$ cat config.mk
export PLATFORM = sky130hd
export DESIGN_NAME = bin_to_bcd_seq_flat
export DESIGN_NICKNAME = d
export VERILOG_FILES = /design/src/rtl/bin_to_bcd_seq_if.sv /design/src/rtl/bin_to_bcd_seq.sv /design/src/flat_wrapper.sv
export SDC_FILE = /design/constraint.sdc
export NUM_CORES = 1
export LEC_CHECK = 0
export BUFFER_PORTS_ARGS = -buffer_cell sky130_fd_sc_hd__buf_4
export CORE_MARGIN = 2
export CORE_UTILIZATION = 56
export DETAILED_ROUTE_END_ITERATION = 10
export GPL_TIMING_DRIVEN = 1
export PLACE_DENSITY = 0.78
export REMOVE_ABC_BUFFERS = 1
export SLEW_MARGIN = 20
export SYNTH_ARGS = -nofsm -noshare
export SYNTH_HDL_FRONTEND = slang
export SYNTH_SLANG_ARGS = --single-unit
export TNS_END_PERCENT = 30
$ cat constraint.sdc
create_clock -name clk -period 1.68 [get_ports clk]
set_input_delay 0.168 -clock clk [delete_from_list [all_inputs] [get_ports clk]]
set_output_delay 0.168 -clock clk [all_outputs]
set_load 0.02 [all_outputs]
$ cat src/rtl/bin_to_bcd_seq_if.sv
// rtl/bin_to_bcd_seq_if.sv - handshake bundle for the sequential binary-to-BCD converter
//
// Signals:
//   bin_in    : unsigned binary value to convert (producer -> converter)
//   in_valid  : bin_in is valid this cycle (producer -> converter)
//   in_ready  : converter can accept a new value (converter -> producer)
//   bcd_out   : packed BCD result, [3:0] units, [7:4] tens, ... (converter -> consumer)
//   out_valid : one-cycle strobe, bcd_out updated this cycle (converter -> consumer)
//   busy      : conversion in progress (converter -> consumer)
// Modports: master = producer/consumer side, slave = converter side.

interface bin_to_bcd_seq_if #(
    parameter int BIN_W  = 8,
    parameter int DIGITS = 3
) ();

    logic [BIN_W-1:0]    bin_in;
    logic                in_valid;
    logic                in_ready;
    logic [4*DIGITS-1:0] bcd_out;
    logic                out_valid;
    logic                busy;

    modport master (
        output bin_in,
        output in_valid,
        input  in_ready,
        input  bcd_out,
        input  out_valid,
        input  busy
    );

    modport slave (
        input  bin_in,
        input  in_valid,
        output in_ready,
        output bcd_out,
        output out_valid,
        output busy
    );

endinterface

$ cat src/rtl/bin_to_bcd_seq.sv
// rtl/bin_to_bcd_seq.sv - sequential shift-and-add-3 binary to packed BCD converter
//
// Ports:
//   clk : system clock
//   rst : asynchronous reset, active-high
//   bus : bin_to_bcd_seq_if.slave
//         bin_in/in_valid/in_ready : input handshake, accepted only in IDLE
//         bcd_out                  : last completed result, held until next DONE
//         out_valid                : one-cycle strobe while in DONE
//         busy                     : high whenever state != IDLE
//
// One binary bit is consumed per SHIFT cycle, so a conversion takes BIN_W
// SHIFT cycles plus one DONE cycle; the next value can be accepted on the
// edge after DONE, giving one result every BIN_W+2 cycles.

module bin_to_bcd_seq #(
    parameter int BIN_W  = 8,
    parameter int DIGITS = 3
) (
    input  logic             clk,
    input  logic             rst,
    bin_to_bcd_seq_if.slave  bus
);

    localparam int SCR_W  = 4 * DIGITS;
    localparam int WORD_W = SCR_W + BIN_W;
    localparam int CNT_W  = $clog2(BIN_W + 1);

    localparam logic [CNT_W-1:0] CNT_LOAD = CNT_W'(BIN_W);
    localparam logic [CNT_W-1:0] CNT_ONE  = CNT_W'(1);

    // DIGITS decimal digits must cover the largest BIN_W-bit value, otherwise
    // the top scratch bit would be shifted out and the result truncated.
    function automatic bit digits_ok();
        longint pow10;
        longint max_bin;
        pow10 = 1;
        for (int i = 0; i < DIGITS; i++) begin
            pow10 = pow10 * 10;
        end
        max_bin = (longint'(1) << BIN_W) - 1;
        return pow10 > max_bin;
    endfunction

    localparam bit DIGITS_OK = digits_ok();

    generate
        if (!DIGITS_OK) begin : g_bad_digits
            $error("bin_to_bcd_seq: DIGITS too small for BIN_W");
        end
    endgenerate

    typedef enum logic [1:0] {
        S_IDLE  = 2'd0,
        S_SHIFT = 2'd1,
        S_DONE  = 2'd2
    } state_t;

    state_t state;
    state_t state_n;

    logic [BIN_W-1:0] bin_sr;
    logic [SCR_W-1:0] scratch;
    logic [CNT_W-1:0] cnt;
    logic [SCR_W-1:0] bcd_q;

    logic [SCR_W-1:0]  scratch_adj;
    logic [WORD_W-1:0] shift_word;
    logic [SCR_W-1:0]  scratch_next;
    logic [BIN_W-1:0]  bin_next;

    logic in_ready_c;
    logic busy_c;
    logic out_valid_c;

    // Add-3 correction on every nibble that would reach >= 10 after doubling.
    // Each nibble uses its own pre-shift value; a corrected nibble is at most
    // 9+3 = 12 and never carries into its neighbour.
    always_comb begin
        scratch_adj = scratch;
        for (int i = 0; i < DIGITS; i++) begin
            if (scratch[4*i +: 4] >= 4'd5) begin
                scratch_adj[4*i +: 4] = scratch[4*i +: 4] + 4'd3;
            end
        end
    end

    // {scratch, binary} move left together: the binary MSB enters the units
    // nibble's LSB.
    always_comb begin
        shift_word   = {scratch_adj, bin_sr} << 1;
        scratch_next = shift_word[WORD_W-1 -: SCR_W];
        bin_next     = shift_word[BIN_W-1:0];
    end

    // State register.
    always_ff @(posedge clk or posedge rst) begin
        if (rst) begin
            state <= S_IDLE;
        end else begin
            state <= state_n;
        end
    end

    // Next-state logic.
    always_comb begin
        state_n = state;
        case (state)
            S_IDLE: begin
                if (bus.in_valid) begin
                    state_n = S_SHIFT;
                end
            end
            S_SHIFT: begin
                // cnt == 1 means this edge performs the final shift.
                if (cnt == CNT_ONE) begin
                    state_n = S_DONE;
                end
            end
            S_DONE: begin
                state_n = S_IDLE;
            end
            default: begin
                state_n = S_IDLE;
            end
        endcase
    end

    // Output logic, decoded from state only.
    always_comb begin
        in_ready_c  = 1'b0;
        busy_c      = 1'b1;
        out_valid_c = 1'b0;
        case (state)
            S_IDLE: begin
                in_ready_c = 1'b1;
                busy_c     = 1'b0;
            end
            S_DONE: begin
                out_valid_c = 1'b1;
            end
            default: begin
                in_ready_c  = 1'b0;
                busy_c      = 1'b1;
                out_valid_c = 1'b0;
            end
        endcase
    end

    // Datapath. bcd_q is only written on the last shift so the output never
    // exposes partial scratch contents.
    always_ff @(posedge clk or posedge rst) begin
        if (rst) begin
            bin_sr  <= '0;
            scratch <= '0;
            cnt     <= '0;
            bcd_q   <= '0;
        end else begin
            case (state)
                S_IDLE: begin
                    if (bus.in_valid) begin
                        bin_sr  <= bus.bin_in;
                        scratch <= '0;
                        cnt     <= CNT_LOAD;
                    end
                end
                S_SHIFT: begin
                    bin_sr  <= bin_next;
                    scratch <= scratch_next;
                    cnt     <= cnt - CNT_ONE;
                    if (cnt == CNT_ONE) begin
                        bcd_q <= scratch_next;
                    end
                end
                default: begin
                    bin_sr  <= bin_sr;
                    scratch <= scratch;
                    cnt     <= cnt;
                end
            endcase
        end
    end

    assign bus.in_ready  = in_ready_c;
    assign bus.busy      = busy_c;
    assign bus.out_valid = out_valid_c;
    assign bus.bcd_out   = bcd_q;

endmodule
$ cat src/flat_wrapper.sv
// flat-port wrapper written by rule: the top's interface ports become plain ports
module bin_to_bcd_seq_flat 
#(
    parameter int BIN_W  = 8,
    parameter int DIGITS = 3
)
  (clk, rst, bus_bin_in, bus_in_valid, bus_in_ready, bus_bcd_out, bus_out_valid, bus_busy);
  bin_to_bcd_seq_if #(.BIN_W(BIN_W), .DIGITS(DIGITS)) bus_i ();
  input  logic clk;
  input  logic rst;
  input wire logic [$bits(bus_i.bin_in)-1:0] bus_bin_in;
  input wire logic [$bits(bus_i.in_valid)-1:0] bus_in_valid;
  output wire logic [$bits(bus_i.in_ready)-1:0] bus_in_ready;
  output wire logic [$bits(bus_i.bcd_out)-1:0] bus_bcd_out;
  output wire logic [$bits(bus_i.out_valid)-1:0] bus_out_valid;
  output wire logic [$bits(bus_i.busy)-1:0] bus_busy;
  assign bus_i.bin_in = bus_bin_in;
  assign bus_i.in_valid = bus_in_valid;
  assign bus_in_ready = bus_i.in_ready;
  assign bus_bcd_out = bus_i.bcd_out;
  assign bus_out_valid = bus_i.out_valid;
  assign bus_busy = bus_i.busy;
  bin_to_bcd_seq #(.BIN_W(BIN_W), .DIGITS(DIGITS)) u_core (.clk(clk), .rst(rst), .bus(bus_i));
endmodule
### Word level (Yosys, flattened, before mapping)

Cells that the tools add are included.

* input bits: 11
* register bits after elaboration: 38

* reductions and logical operators: 5
* $add $sub $neg: 4
* multiplexer cells: 15
* equal/unequal tests: 5
* $lt $le $gt $ge: 3

Operators with widths (count)
* case mux 12 bit (2 select lines): 1
* case mux 8 bit (2 select lines): 1
* >= comparator 4 x 3 -> 1 bit, second input constant: 3
* 2-to-1 mux 12 bit: 1
* 2-to-1 mux 4 bit: 3
* adder 4 x 2 -> 4 bit, second input constant: 2
* 2-to-1 mux 8 bit: 1
* case mux 4 bit (2 select lines): 1
* AND reduction 2 bit: 3
* == test 4 x 1 -> 1 bit, second input constant: 1
* 2-to-1 mux 2 bit: 2
* case mux 2 bit (2 select lines): 1
* subtractor 4 x 1 -> 4 bit, second input constant: 1
* adder 3 x 2 -> 3 bit, second input constant: 1
* 2-to-1 mux 1 bit: 3
* 2-to-1 mux 3 bit: 1
* == test 2 x 1 -> 1 bit, second input constant: 1
* == test 2 bit, second input constant: 1
* zero test 2 bit: 1
* != test 2 x 1 -> 1 bit, second input constant: 1
* != test 2 bit, second input constant: 1
* nonzero test 2 bit: 1

### Depth between registers and ports, before layout

* word-level depth: 3
* gate-level depth with buffers: 7
* mapped depth without buffers: 6

### Least setup slack after synthesis

Ideal clock, no wire load.

* path type: register to register
* start: register u_core.scratch[4]
* end: register u_core.bcd_q[6] (netlist: u_core.bus.bcd_out[6])
* arrival: 1.332 ns
* clock period less this slack: 1.456 ns
* stages on the path, launching flop included: 6
* buffers on the path: 0
* setup slack: 0.224 ns
* cells stage by stage: dfrtp_1 > ha_1 > nand2b_1 > a21oi_1 > mux2i_1 > mux2_2

* longest elaborated chain between the ends: 2
* elaborated cells on any way between the ends: 3
* those cells by class: add/sub (1); order compare (1); mux (1)

Ends and longest elaborated chain
* start, declared: line bin_to_bcd_seq.sv:63 `logic [SCR_W-1:0] scratch;`
* start signal, assigned: line bin_to_bcd_seq.sv:169 `scratch <= scratch_next;`
* start signal, assigned: line bin_to_bcd_seq.sv:177 `scratch <= scratch;`
* adder 4 x 2 -> 4 bit or >= comparator 4 x 3 -> 1 bit (tied branches): line bin_to_bcd_seq.sv:83, bin_to_bcd_seq.sv:82
* 2-to-1 mux 4 bit (*): line bin_to_bcd_seq.sv:82 `if (scratch[4*i +: 4] >= 4'd5) begin`
* end signal, assigned: line bin_to_bcd_seq.sv:172 `bcd_q <= scratch_next;`
* end, declared: line bin_to_bcd_seq.sv:65 `logic [SCR_W-1:0] bcd_q;`

Mark *: on every way between the ends. The rest lies on a longest branch, timed or not.
A chain may end at the register's enable or synchronous reset.

### Worst setup path after layout

* start: register u_core.state[0]
* end: output bus_in_ready

* longest elaborated chain between the ends: 2

Ends and longest elaborated chain
* start, declared: line bin_to_bcd_seq.sv:59 `state_t state;`
* start signal, assigned: line bin_to_bcd_seq.sv:101 `state <= state_n;`
* zero test 2 bit: line bin_to_bcd_seq.sv:134 `case (state)`
* 2-to-1 mux 1 bit: line bin_to_bcd_seq.sv:134
* end, declared: line flat_wrapper.sv:13 `output wire logic [$bits(bus_i.in_ready)-1:0] bus_in_ready;`

No other way between the ends.

==> summary.txt <==
WL/cell: 13.9 um
Crit end category: primary output
Synth Area in Compound Gates: 15.2%
Synth top area cells: dfrtp_1 (51%), o21ai_0 (5.7%), ha_1 (5.4%)
Starting density of the core: 59.7%
CTS Buf Count: 5
Most common cell in the netlist: dfrtp_1
#FFs+latches synth: 38
Final worst-path cycle share: 95.3%
Xor/xnor cell area share of the yosys netlist: 1.42%
Synth Area in Simple Gates: 15.4%
Cells along the critical path: buf_4 > or2_2 > inv_1 > buf_4
Diode count: 0
Max-slew headroom: 59.5%
GPL Wtd Cong: 0.800
Initial antenna violation count: 0
Crit-path max FO: 22
Site Rows: 20
Worst path top cell family by delay: buffers and inverters
Buf/Inv on CP: 3
CTS Root Cell: clkbuf_4
Die height: 61.5 um
Yosys cell types: 26
Largest family of logic cells by synthesized area: simple AND/OR/NAND/NOR gates
Final WL: 3.57 mm
Most used cell, CP: buf_4
Die Wd: 61.5 um
Post-synth top area cell: dfrtp_1
GRT Resource Usage Total: 22.9%
Core area: 3100 sq um
Type of element launching the critical path: flop
Synth Cell Area: 1850 sq um
First-pass GRT wire length: 6.11 mm
Outcome: complete, no violations
Clk_lat worst skew: 0.34 ns
Clock tree buffer depth: 2
Max-slew violation count: 0
IO Pins: 26
Post-synthesis mux area share: 6.48%
Final Skew: 0.0119 ns
Drt drc: 0
Area Overhead vs Synth: 18.5%
Post-synth EDFFs: 0
CP required: 1.51 ns
Worst Tran Pin Value: 0.606 ns
Vias after detailed routing: 1397
Clock transition at path regs: 0.10 ns
Yosys top cell area share: 51.3%
Power per cell area: 2000 nW/um^2
Slowest CP cell: dfrtp_1
Max IR drop VDD: 964 uV
Yosys warns: 0
Total Power: 4.39 mW
Hold slack final: 0.219 ns
Post-DRT Antenna Nets: 0
CTS sink cnt: 38
Pin count of the biggest net entering global routing: 39
Gate Count Post-Synth: 181
RSZ-0062 raised after global routing: true
Fmax: 625 MHz
Fraction of registers with async set/reset: 100%
Top_reg_cell synth: dfrtp_1
Hpwl dp: 2.46 mm
Buffers on Ports: 25
Final nets: 232
Final Hold Vio Count: 0
Commonest cells in the netlist: dfrtp_1 (38), o21ai_0 (21), nand2_1 (17)
H-Tree Depth: 2
Max incr delay on CP: 0.39 ns
Worst EP arrival: 1.43 ns
Vias in the first global route: 1373
WS Path Type: reg2out
Vias/cell: 5.46
Post-Synth Adder-Cell Area: 5.40%
Drt pass-1 iters: 4
Layout cells sized above 1: 26.9%
Max-cap violations: 0
Die Area: 3790 sq um
Syn avg cell area: 10.2 sq um
Post-synthesis sequential area ratio: 51.3%
Final Critical Period: 1.60 ns
P_leak: 1.01 nW
Min-delay worst type: in2reg
DR iter-0 viols: 117
Setup Viol. Count Final: 0
TritonCTS clock tree: built
Total gr overflow: 0
cell type report:
class                           instances  area (sq um)
Clock buffer                            6          51.3
Fill cell                             247           907
Inverter                               11          41.3
Multi-Input combinational cell        123           831
Sequential cell                        38           952
Tap cell                               44          55.1
Timing Repair Buffer                   34           265
per-stage QoR:
| stage | instances | worst slack (ns) | setup TNS (ns) | area, sq um | utilization [%] |
|---|---|---|---|---|---|
| 2_1_floorplan | 172 | -0.171 | -1.69 | 1810 | - |
| 3_5_place_dp | 248 | 0.0775 | 0 | 2100 | 67.7 |
| 3_3_place_gp | 248 | 0.155 | 0 | 2100 | 67.7 |
| 4_1_cts | 256 | 0.0530 | 0 | 2170 | 70.0 |
| 6_report | 256 | 0.0792 | 0 | 2200 | 70.8 |
| 5_1_grt | 256 | -0.00815 | -0.0138 | 2200 | 70.8 |
worst register-to-register path: cells and delay by family (launching register included):
family                     cells  cell delay [ns]
and+or+nand+nor                2             0.35
DFF                            1             0.40
muxes                          1             0.34
adders and majority gates      1             0.14
buffers and inverters          2             0.25
cells by family (layout without fill, tap and decap cells):
logic type	count (synthesis)	after routing
AND/OR/NAND/NOR	52	52
AO/OA/AOI/OAI	49	49
flip-flops	38	38
buffers and inverters	20	51
multiplexers	11	11
adder cells (fa/ha/maj)	8	8
XOR/XNOR	3	3
state kept, by name (all words and copies together), names as in the netlist:
signal	count
u_core.scratch	12
u_core.state	2
u_core.bus.bcd_out	12
u_core.cnt	4
u_core.bin_sr	8
power breakdown:
part           switching, mW  internal [mW]
combinational           1.21           1.05
sequential             0.327           1.34
clock                  0.276          0.189
worst paths after layout:
path | startpoint | endpoint | slack, ns | cells past startpoint
max reg2reg | u_core.cnt[1] | u_core.bus.bcd_out[6] | 0.09 | 6
min | bus_bin_in[0] | u_core.bin_sr[0] | 0.22 | 5
max in group asynchronous | rst | u_core.state[1] | 0.85 | 4
min reg2reg | u_core.bin_sr[1] | u_core.bin_sr[1] | 0.49 | 2
max | u_core.state[0] | bus_in_ready | 0.08 | 4
min in group asynchronous | rst | u_core.bus.bcd_out[1] | 0.48 | 4
what timing repair did:
action / 4_1_cts / 5_1_grt
endpoints found under the hold margin: 38 / 0
buffers inserted: 1 / 0
setup endpoints to repair: 2 / 10
hold buffers: 1 / 0
pin swaps: 0 / 1
gates cloned: 0 / 0
resized for setup: 1 / 7
layer usage:
| layer | vias to the layer above | GRT usage (%) | wire [um] |
|---|---|---|---|
| met4 | 0 | 9.12 | 46 |
| met5 | - | 0 | 0 |
| met1 | 670 | 27.8 | 1590 |
| met3 | 5 | 7.56 | 169 |
| met2 | 36 | 37.7 | 1760 |
| li1 | 686 | - | - |
cells in the final DEF, fill, tap and decap left out, types with 2 or more instances in the layout:
cell type	count
dfrtp_1	37
buf_4	31
o21ai_0	21
nand2_1	17
a21oi_1	13
inv_1	11
nor3b_1	9
a22o_1	8
nor2_1	8
mux2_2	8
ha_1	7
clkbuf_4	5
nor2b_1	4
nand2b_1	4
nor3_1	4
a21oi_2	3
xnor2_1	3
a31oi_1	3
mux2i_1	2
or3b_2	2
buf_6	2
Power figures use the tool's default switching activity.
